$ cat config.mk
export PLATFORM = sky130hd
export DESIGN_NAME = mbe_enc_seq
export DESIGN_NICKNAME = d
export VERILOG_FILES = /design/src/rtl/mbe_pkg.sv /design/src/rtl/mbe_enc_digit.sv /design/src/rtl/mbe_enc_seq.sv
export SDC_FILE = /design/constraint.sdc
export NUM_CORES = 1
export LEC_CHECK = 0
export ABC_AREA = 1
export BUFFER_PORTS_ARGS = -buffer_cell sky130_fd_sc_hd__buf_2
export CORE_MARGIN = 4
export CORE_UTILIZATION = 50
export CTS_CLUSTER_DIAMETER = 60
export DETAILED_ROUTE_END_ITERATION = 12
export GPL_TIMING_DRIVEN = 0
export PLACE_DENSITY = 0.88
export SLEW_MARGIN = 20
export SYNTH_ARGS = -nofsm -noshare
export SYNTH_HDL_FRONTEND = slang
export SYNTH_SLANG_ARGS = --single-unit
$ cat constraint.sdc
create_clock -name clk -period 1.7 [get_ports clk]
set_input_delay 0.085 -clock clk [delete_from_list [all_inputs] [get_ports clk]]
set_output_delay 0.085 -clock clk [all_outputs]
set_load 0.1 [all_outputs]
$ cat src/rtl/mbe_pkg.sv
// Shared Booth select codes, digit count and encoder state encoding.
// MBE_ENC_UNSIGNED_EN selects an unsigned multiplier (one extra digit).
package mbe_pkg;

  // S[0] = zero, S[1] = 1x (else 2x), S[2] = take neg
  localparam logic [2:0] MBE_S_ZERO = 3'b001;
  localparam logic [2:0] MBE_S_P1   = 3'b010;
  localparam logic [2:0] MBE_S_P2   = 3'b000;
  localparam logic [2:0] MBE_S_M1   = 3'b110;
  localparam logic [2:0] MBE_S_M2   = 3'b100;

`ifdef MBE_ENC_UNSIGNED_EN
  localparam int MBE_N    = 5;
  localparam int MBE_SR_W = 10;
`else
  localparam int MBE_N    = 4;
  localparam int MBE_SR_W = 9;
`endif

  localparam logic [2:0] MBE_LAST_IDX = 3'(MBE_N - 1);

  typedef enum logic {
    ST_IDLE = 1'b0,
    ST_EMIT = 1'b1
  } mbe_state_e;

endpackage

$ cat src/rtl/mbe_enc_digit.sv
// Combinational radix-4 Booth triplet (b[2i+1], b[2i], b[2i-1]) to select code.
module mbe_enc_digit
  import mbe_pkg::*;
(
  input  logic [2:0] triplet,
  output logic [2:0] sel
);

  always_comb begin
    sel = MBE_S_ZERO;
    case (triplet)
      3'b001, 3'b010: sel = MBE_S_P1;
      3'b011:         sel = MBE_S_P2;
      3'b100:         sel = MBE_S_M2;
      3'b101, 3'b110: sel = MBE_S_M1;
      default:        sel = MBE_S_ZERO;
    endcase
  end

endmodule

$ cat src/rtl/mbe_enc_seq.sv
// Sequential radix-4 modified-Booth encoder: one operand pair in, one digit per cycle out.
// Build option: MBE_ENC_UNSIGNED_EN (unsigned multiplier, five digits).
module mbe_enc_seq
  import mbe_pkg::*;
(
  input  logic       clk,
  input  logic       reset_n,
  input  logic       in_valid,
  output logic       in_ready,
  input  logic [7:0] in_mcand,
  input  logic [7:0] in_mplier,
  output logic       out_valid,
  input  logic       out_ready,
  output logic [7:0] pos,
  output logic [7:0] neg,
  output logic [2:0] S,
  output logic [2:0] idx,
  output logic       last
);

  mbe_state_e          state;
  logic [MBE_SR_W-1:0] sr;
  logic [MBE_SR_W-1:0] sr_load;
  logic [MBE_SR_W-1:0] sr_shift;
  logic                accept;
  logic                xfer;

`ifdef MBE_ENC_UNSIGNED_EN
  assign sr_load  = {1'b0, in_mplier, 1'b0};
  assign sr_shift = {2'b00, sr[MBE_SR_W-1:2]};
`else
  assign sr_load  = {in_mplier, 1'b0};
  assign sr_shift = {{2{sr[MBE_SR_W-1]}}, sr[MBE_SR_W-1:2]};
`endif

  // The last-digit transfer frees the slot, so a new pair can load with no bubble
  assign out_valid = (state == ST_EMIT);
  assign last      = out_valid && (idx == MBE_LAST_IDX);
  assign in_ready  = (state == ST_IDLE) || (last && out_ready);
  assign accept    = in_valid && in_ready;
  assign xfer      = out_valid && out_ready;

  mbe_enc_digit u_digit (
    .triplet (sr[2:0]),
    .sel     (S)
  );

  always_ff @(posedge clk or negedge reset_n) begin
    if (!reset_n) begin
      state <= ST_IDLE;
      sr    <= '0;
      pos   <= '0;
      neg   <= '0;
      idx   <= '0;
    end else if (accept) begin
      state <= ST_EMIT;
      sr    <= sr_load;
      pos   <= in_mcand;
      neg   <= ~in_mcand + 8'd1;
      idx   <= '0;
    end else if (xfer) begin
      sr  <= sr_shift;
      idx <= idx + 3'd1;
      if (last) state <= ST_IDLE;
    end
  end

endmodule
After elaboration in Yosys (flattened, before gate mapping) --
Cells that the tools add are included.
Word-level totals: bits in registers 29, logic and storage cells 35
Cells by class: add/sub/neg operators 2, eq/ne operators 7, muxes and demuxes 8, bitwise operators 2, reductions and logical operators 10
Operators by type and width (count):
- $pmux 3 s4 | 1
- $eq 3x2->1 const B | 3
- $eq 3x3->1 const B | 3
- $mux 9 | 1
- $add 8x1->8 const B | 1
- $mux 8 | 1
- $not 8->8 | 1
- $mux 3 | 2
- $logic_and 1x1->1 | 4
- $reduce_bool 2->1 | 2
- $reduce_or 2->1 | 2
- $add 3x1->3 const B | 1
- $eq 3x1->1 const B | 1
- $mux 1 | 3
- $reduce_and 2->1 | 1
- $logic_or 1x1->1 | 1
- $not 1->1 | 1

Depth between registers and ports, before layout --
Gate-level depths: netlist of run 1.
word-level depth 7, mapped depth 9

By module --
Synthesis of run 1 repeated with hierarchy kept, for this count alone.
Unflattened totals: cell total of the unflattened synthesis 179, area, all modules 1422.6 um^2
Modules (own cells, without submodules):
- mbe_enc_seq | times used 1, cells an instance 173, area an instance 1390.1 um^2, seq. area each 700.7 um^2
- mbe_enc_digit | times used 1, cells an instance 6, area an instance 32.5 um^2, seq. area each 0.0 um^2

Worst setup path after synthesis of run 1 --
Ideal clock, no wire load.
path kind register to output, from register sr[0], to output port S[0], arrival time 2.921 ns, path slack -1.306 ns, stages on the path, launching flop included 6, path buffers 0, cell sequence dfrtp_1 inv_1 ha_1 nor3_1 nor2_1 nor2_1
On the way: cells in the longest elaborated chain, start to end 3
Ends and longest elaborated chain:
- from (decl) | RTL line mbe_enc_seq.sv:22 | logic [MBE_SR_W-1:0] sr;
- from (signal assigned) | RTL line mbe_enc_seq.sv:57 | sr <= sr_load;
- from (signal assigned) | RTL line mbe_enc_seq.sv:62 | sr <= sr_shift;
- $eq 3x3->1 (tied with other cells) | RTL line mbe_enc_digit.sv:11 | case (triplet)
- $reduce_or 2->1 | RTL line mbe_enc_digit.sv:11
- $pmux 3 s4 * | RTL line mbe_enc_digit.sv:11
- to (decl) | RTL line mbe_enc_seq.sv:16 | output logic [2:0] S,
Mark *: on every way between the ends. The rest lies on a longest branch, timed or not.

Final worst setup path of run 1 --
from register sr[1], to output port S[0]
Same word-level chain as after synthesis.

==> results.md, run 1 <==
- Outcome: complete, but fails checks
- Failing checks: setup timing
- Share of the yosys chip area belonging to registers: 0.477
- Tightest Hold Check Type: in2reg
- Min cycle time layout: 1.71 ns
- Global-route wire length before repair: 5.38 mm
- Area of the multi-input gates: 764 um^2
- Pre-CTS setup slack: 0.0371 ns
- DR pass1 iterations: 5
- Setup violators final: 1
- Setup crit end kind: output port
- Most frequent cells in the layout: nand2_1, buf_2, dfrtp_1, inv_1, nand3_1
- Initial antenna violation count: 0
- Placed insts: 254
- Rows: 19
- Synth area leader: dfrtp_1
- Vias post-DR: 1300
- Critical path arrival: 1.63 ns
- Reg clk slew, reported paths: 0.15 ns
- Vias per cell: 4.96
- Layout cells sized above 1: 0.346
- Die Wd: 62.2 um
- Hold Fails Final Rpt: 0
- H-tree depth: 1
- Die H: 62.2 um
- ANT nets after route: 0
- Nets: 259
- Initial core utilization: 0.529
- Grt total ovfl: 0
- GR Util All Layers: 0.164
- CTS root buffer: clkbuf_4
- Yosys cell types: 23
- CP Launch Type: flip-flop
- CTS tree: yes
- Num ports: 45
- Syn Area/Cell: 8.17 um^2
- Routability congestion estimate: 0.826
- Worst Max-Slew Pin Slew: 0.613 ns
- FMAX: 584 MHz
- Largest net degree at the start of global routing: 29
- Final Cell Area: 1980 um^2
- Worst clock skew: 0.0113 ns
- Synthesized area: 1470 um^2
- Sequential cell area: 714 um^2
- Most common cell after layout, fill and taps aside: nand2_1
- TritonCTS Sinks: 28
- Die area: 3870 um^2
- WP data required: 1.62 ns
- YS warnings: 0
- Critical path class: reg2out
- Clock latency on the worst-skew pair: 0.32 ns
- Clk buf depth: 2
- Drt drc: 0
- Max-slew violation count: 0
- Yosys top cell area share: 0.477
- WL final: 3.26 mm
- Mean routed wirelength per cell: 12.5 um
- Top cells by area, synth: dfrtp_1, nand2_1, ha_1
- Crit path max fanout: 4
- # Max-Cap Violations: 0
- Area growth syn-to-layout: 35.0%
- Mapped Nets: 207
- Initial DRC count: 32
- RSZ-0062 raised after global routing: true
- Tcrit/Tclk final: 1.01
- Antenna fix cells: 0
- Final std cells w/o fill: 262
- Port buffer count: 43
- Filler cell count: 213
- Area post-placement: 1810 um^2
- Num CTS Buffers: 3
- Hold WS: 0.0206 ns
- Seq cells post-synth: 28
- Dpl hpwl: 2.36 mm
- Max_slew headroom: 0.592
- CORE AREA: 2780 um^2
- Cell count after synthesis: 180
- Vias in the first global route: 1214
- Final setup margin: -0.0126 ns
## per-stage QoR
stage          setup TNS [ns]  utilization
6_report              -0.0126        0.713
5_1_grt                -0.168        0.713
4_1_cts            -0.0000153        0.680
3_5_place_dp                0        0.649
3_3_place_gp                0        0.649
2_1_floorplan          -0.810            -
## flip-flops by register name (all words and copies together), names as in the netlist
signal     cells
sr             9
pos            8
neg            7
idx            3
out_valid      1
## layout make-up
cell class / count / area share
multi-input cells: 125 / 0.385
flip-flops and latches: 28 / 0.360
repair buffers: 47 / 0.146
inverters: 21 / 0.0410
plain buffers: 6 / 0.0353
well taps: 31 / 0.0195
clock buffers: 4 / 0.0132
## worst max-delay path, cell delays in order, from the launching register on
cell and delay, ns:
dfrtp_1 0.46, inv_2 0.09, ha_4 0.18, nor3_4 0.18, nor2_2 0.07, nor2_4 0.13
buf_12 0.18
## path summary, 6_finish.rpt
check | from | endpoint | slack, ns | cells after the start
worst max-delay path | sr[1] | S[0] | -0.01 | 6
worst min-delay path | in_mcand[3] | pos[3] | 0.02 | 3
worst max register to register | idx[1] | neg[7] | 0.15 | 9
worst min register to register | pos[2] | pos[2] | 0.49 | 2
max in group asynchronous | reset_n | idx[0] | 0.93 | 2
min in group asynchronous | reset_n | neg[2] | 0.31 | 2
## timing repair
| item | CTS | global route |
|---|---|---|
| buffers inserted | 0 | 2 |
| hold buffers | 2 | 0 |
| hold endpoints to repair | 29 | 0 |
| pin swaps | 1 | 4 |
| endpoints found under the setup margin | 4 | 4 |
| gates cloned | 0 | 0 |
| resized for setup | 12 | 16 |
## cell usage after synthesis (all sizes together)
| cell type | count |
|---|---|
| a21oi | 2 |
| buf | 5 |
| clkbuf | 1 |
| dfrtp | 28 |
| ha | 7 |
| inv | 21 |
| nand2 | 64 |
| nand3 | 15 |
| nand3b | 5 |
| nand4 | 1 |
| nor2 | 15 |
| nor3 | 2 |
| o21ai | 11 |
| o22ai | 2 |
| xor2 | 1 |
## kinds of logic (layout without fill, tap and decap cells)
logic type	count (synthesis)	count (layout)	share of synthesized area
xor gates and xnor gates	1	1	0.00596
adders and majority gates	7	7	0.0596
DFF	28	28	0.477
AOI/OAI and AO/OA	15	15	0.0579
and+or+nand+nor	102	102	0.301
buffers and inverters	27	78	0.0987
## per-layer routing
layer	up-vias	part of all wire	track usage	routed length (um)
met1	600	0.46	0.224	1510
li1	667	-	-	-
met4	0	0.0089	0.0461	29
met3	4	0.031	0.0198	100
met5	-	0	0	0
met2	29	0.50	0.273	1620
Power of run 1 is not shown: default switching activity piles up to over one toggle a cycle in this logic, so the estimate is an artifact.
==> run 2, diff against run 1 <==
- SETUP_SLACK_MARGIN: not set -> 0.02
- SLEW_MARGIN: 20 -> not set
==> run 2 against run 1 <==
Against the previous run: largest cell class unchanged; critical path depth stayed put; the run still ends with setup timing left; first-iteration DRC count grew 88%; flip-flop and latch count is the same; clock-buffer cell count stayed put; global-route usage is 2.0 points higher; setup slack better by 0.0067 ns; final area up 3.1%; critical endpoint unchanged.
==> results.md, run 2 (synthesis results as in run 1) <==
- Global-route wire length before repair: 5.83 mm
- Critical-path cell list: inv_2, ha_4, nor3_4, nor2_4, nor2_4, buf_12
- Vias post-DR: 1393
- Port buffer count: 43
- Num CTS Buffers: 3
- Worst clock skew: 0.00247 ns
- Drt drc: 0
- CP most frequent cell: nor2_4
- Vias per cell: 5.22
- Routability congestion estimate: 0.829
- Crit path max fanout: 4
- Max stage delay cell, worst path: dfrtp_2
- Area post-placement: 1810 um^2
- Failing checks: setup timing
- Most frequent cells in the layout: nand2_1, buf_2, dfrtp_1, inv_1, nand3_1
- Crit path buffers/inverters: 2
- Max reg flops: 9
- CORE AREA: 2780 um^2
- Area growth syn-to-layout: 39.1%
- TritonCTS Sinks: 28
- Worst Max-Slew Pin Slew: 0.618 ns
- Reg clk slew, reported paths: 0.15 ns
- H-tree depth: 1
- Rows: 19
- FMAX: 586 MHz
- Tcrit/Tclk final: 1.00
- Hold Fails Final Rpt: 0
- Min cycle time layout: 1.71 ns
- Antenna fix cells: 0
- CP top delay family: flip-flops
- Clock latency on the worst-skew pair: 0.33 ns
- Clk buf depth: 2
- Max-slew violation count: 0
- RSZ-0062 raised after global routing: true
- ANT nets after route: 0
- R2R setup slack: 0.13 ns
- CP Launch Type: flip-flop
- Dpl hpwl: 2.52 mm
- Grt total ovfl: 0
- # Max-Cap Violations: 0
- GR Util All Layers: 0.184
- Initial antenna violation count: 0
- Critical path class: reg2out
- Critical path arrival: 1.62 ns
- Max_slew headroom: 0.588
- Setup violators final: 1
- DR pass1 iterations: 4
- Largest Register: sr
- Layout cells sized above 1: 0.369
- Num ports: 45
- CTS tree: yes
- Initial DRC count: 60
- Mean routed wirelength per cell: 13.3 um
- Nets: 264
- WP data required: 1.62 ns
- WL final: 3.56 mm
- CTS root buffer: clkbuf_4
- Initial core utilization: 0.529
- Most common cell after layout, fill and taps aside: nand2_1
- Final setup margin: -0.00596 ns
- Vias in the first global route: 1330
- Die H: 62.2 um
- CP max stage delay: 0.46 ns
- Tightest Hold Check Type: in2reg
- Largest net degree at the start of global routing: 29
- Filler cell count: 203
- Top Registers: sr: 9 flops, pos: 8 flops, neg: 7 flops
- Final Cell Area: 2050 um^2
- Die area: 3870 um^2
- Setup crit end kind: output port
- Die Wd: 62.2 um
- Outcome: complete, but fails checks
[run 2: changes by cell type in the layout (fill, tap and decap cells not counted), moves of 2 or more]
cell | before | now
ha_4 | 6 | 4
ha_2 | 0 | 2
buf_4 | 4 | 6
dlygate4sd3_1 | 2 | 5
[run 2: per-stage QoR]
step	hold WS [ns]	TNS, ns	utilization	instances	setup WS [ns]
after floorplan	-0.211	-0.822	-	180	-0.0761
after global placement	0.129	0	0.652	254	0.0737
after detailed placement	0.128	-0.0545	0.652	254	-0.0545
after CTS	0.000761	-0.0166	0.705	264	-0.0166
after global routing	0.00551	-0.106	0.735	267	-0.0620
final	0.0109	-0.00596	0.735	267	-0.00596
[run 2: final timing paths]
kind	startpoint	cells past startpoint	endpoint
min in group asynchronous	reset_n	2	pos[5]
max	sr[1]	6	S[0]
min reg2reg	neg[1]	2	neg[1]
max in group asynchronous	reset_n	2	idx[2]
max reg2reg	idx[1]	9	neg[6]
min	in_mcand[1]	3	pos[1]
[run 2: layout make-up]
class	count	area, um^2	area share
inverter	21	82.6	0.0404
timing repair buffer	52	345	0.169
multi-input combinational	125	757	0.370
tap	31	38.8	0.0190
clock buffer	4	36.3	0.0177
buffer	6	70.1	0.0343
sequential	28	716	0.350
[run 2: worst min-delay path, stage by stage]
cell and delay, ns:
buf_2 0.10, inv_1 0.07, o21ai_1 0.07
[run 2: what timing repair did]
action | in CTS | in global routing
hold buffers | 4 | 1
setup endpoints to repair | 4 | 5
endpoints found under the hold margin | 31 | 1
buffers inserted | 2 | 2
gates resized for setup | 18 | 13
pin swaps | 3 | 1
[run 2: per-layer routing]
layer,part of all wire,GRT usage
met1,0.41,0.222
met2,0.52,0.325
met3,0.044,0.0198
met4,0.021,0.0867
met5,0,0
Power of run 2 is left out for the same reason.
==> run 3, diff against run 2 <==
- ABC_AREA: 1 -> not set
- PLACE_DENSITY: 0.88 -> 0.89
==> run 3 against run 2 <==
Against the previous run: the flow still finishes with violations (setup timing); critical endpoint is now in_ready; register-to-register slack got worse by 0.21 ns; first-iteration DRC count is 1.7% higher; utilization is 4.4 points higher; final area shrank 2.1%; critical path depth stayed put; via count is 13% lower; routed wire length down 2.3%.
==> results.md, run 3 <==
- Final Core Density: 0.780
- CP Launch Type: flip-flop
- WP data required: 1.62 ns
- RSZ-0062 raised after global routing: true
- Mapped Nets: 151
- Most common cell after layout, fill and taps aside: buf_2
- Layout cells sized above 1: 0.524
- WL final: 3.48 mm
- Antenna fix cells: 0
- Synth async-reset ratio: 1.00
- Most common library cells after synthesis: dfrtp_1, o21ai_0, mux2_2, ha_1, inv_1
- Reg clk slew, reported paths: 0.15 ns
- Synth area leader: dfrtp_1
- Yosys cell types: 37
- Pre-CTS setup slack: -0.221 ns
- Worst setup path start: idx[0]
- Syn Area/Cell: 11.2 um^2
- CTS root buffer: clkbuf_4
- H-tree depth: 1
- Crit path max fanout: 5
- CORE AREA: 2570 um^2
- Yosys top cell area share: 0.503
- Prevailing post-synth register cell: dfrtp_1
- Num CTS Buffers: 3
- Rows: 18
- Initial antenna violation count: 0
- Largest net degree at the start of global routing: 29
- Hold Fails Final Rpt: 0
- Worst Max-Slew Pin Slew: 0.625 ns
- Mean routed wirelength per cell: 16.2 um
- DR pass1 iterations: 4
- Hold WS: 0.0186 ns
- Top Registers: sr: 9 flops, pos: 8 flops, neg: 7 flops
- FMAX: 548 MHz
- Die Wd: 60.8 um
- Crit path buffers/inverters: 3
- Synthesized area: 1390 um^2
- CTS tree: yes
- CP top delay family: flip-flops
- Final setup margin: -0.124 ns
- Max-slew violation count: 0
- Tightest Hold Check Type: in2reg
- Setup crit end kind: output port
- Seq cells post-synth: 28
- Largest Register: sr
- # Max-Cap Violations: 0
- YS warnings: 0
- Hold_sp: in_mcand[7]
- Area post-placement: 1750 um^2
- Min cycle time layout: 1.82 ns
- Grt total ovfl: 0
- TritonCTS Sinks: 28
- Vias in the first global route: 1323
- Share of the yosys chip area belonging to registers: 0.503
- Vias post-DR: 1218
- Critical path arrival: 1.74 ns
- Die H: 60.8 um
- CP most frequent cell: ha_4
- Routability congestion estimate: 0.847
- Die area: 3700 um^2
- Port buffer count: 44
- Reg2reg start: idx[0]
- Setup violators final: 17
- Critical path class: reg2out
- Vias per cell: 5.67
- Post-synth EDFFs: 0
- Max_slew headroom: 0.583
- CP max stage delay: 0.52 ns
- Max stage delay cell, worst path: dfrtp_4
- Clk buf depth: 2
- Area growth syn-to-layout: 43.6%
- Outcome: complete, but fails checks
- Initial core utilization: 0.543
- Dpl hpwl: 2.46 mm
- Tcrit/Tclk final: 1.07
- Worst clock skew: 0.00523 ns
- Initial DRC count: 61
- Clock latency on the worst-skew pair: 0.33 ns
- Cell count after synthesis: 124
- ANT nets after route: 0
- Most frequent cells in the layout: buf_2, dfrtp_1, o21ai_0, buf_4, mux2_2
- Drt drc: 0
- Nets: 213
- Final Cell Area: 2000 um^2
- Num ports: 45
- Top cells by area, synth: dfrtp_1, mux2_2, ha_1
- Failing checks: setup timing
- Count leader, synth: dfrtp_1
- Critical-path cell list: ha_4, ha_4, a21boi_4, inv_2, clkbuf_16, buf_16
- GR Util All Layers: 0.200
- Global-route wire length before repair: 5.51 mm
- Max reg flops: 9
[run 3: per-layer routing]
metal | routed length [um] | GRT usage | vias to the layer above
met5 | 0 | 0 | -
met4 | 46 | 0.0774 | 0
met3 | 252 | 0.0383 | 5
met2 | 1700 | 0.357 | 45
met1 | 1480 | 0.237 | 592
li1 | - | - | 576
[run 3: area by class of cell]
type	instances	area [um^2]
multi-input combinational	81	738
sequential	28	716
fill	167	566
timing repair buffer	57	379
buffer	7	65.1
tap	30	37.5
clock buffer	4	36.3
inverter	8	30.0
[run 3: final timing paths]
path	slack, ns	cells past startpoint	endpoint
worst max register to register	-0.08	8	neg[5]
worst max-delay path	-0.12	6	in_ready
min in group asynchronous	0.29	2	idx[2]
worst min-delay path	0.02	2	pos[7]
max in group asynchronous	0.96	2	idx[0]
worst min register to register	0.51	1	neg[6]
[run 3: cells by family (layout without fill, tap and decap cells)]
family / Yosys count / count (layout) / synth area share
AOI/OAI and AO/OA: 37 / 37 / 0.198
adders and majority gates: 7 / 7 / 0.0628
muxes: 9 / 9 / 0.0718
xor gates and xnor gates: 2 / 2 / 0.0126
buffers and inverters: 15 / 76 / 0.0449
DFF: 28 / 28 / 0.503
and+or+nand+nor: 26 / 26 / 0.108
[run 3: metrics by stage]
stage / TNS, ns / instances
after floorplan: -3.89 / 124
after global placement: -2.41 / 198
after detailed placement: -2.87 / 198
after CTS: -1.25 / 213
after global routing: -2.14 / 215
final: -1.13 / 215
[run 3: what timing repair did]
item                                    4_1_cts  5_1_grt
hold endpoints to repair                     30        0
resized for setup                            25        8
hold buffers                                  3        0
endpoints found under the setup margin       27       26
buffers inserted                              8        2
pin swaps                                     7        6
Power of run 3 is left out for the same reason.
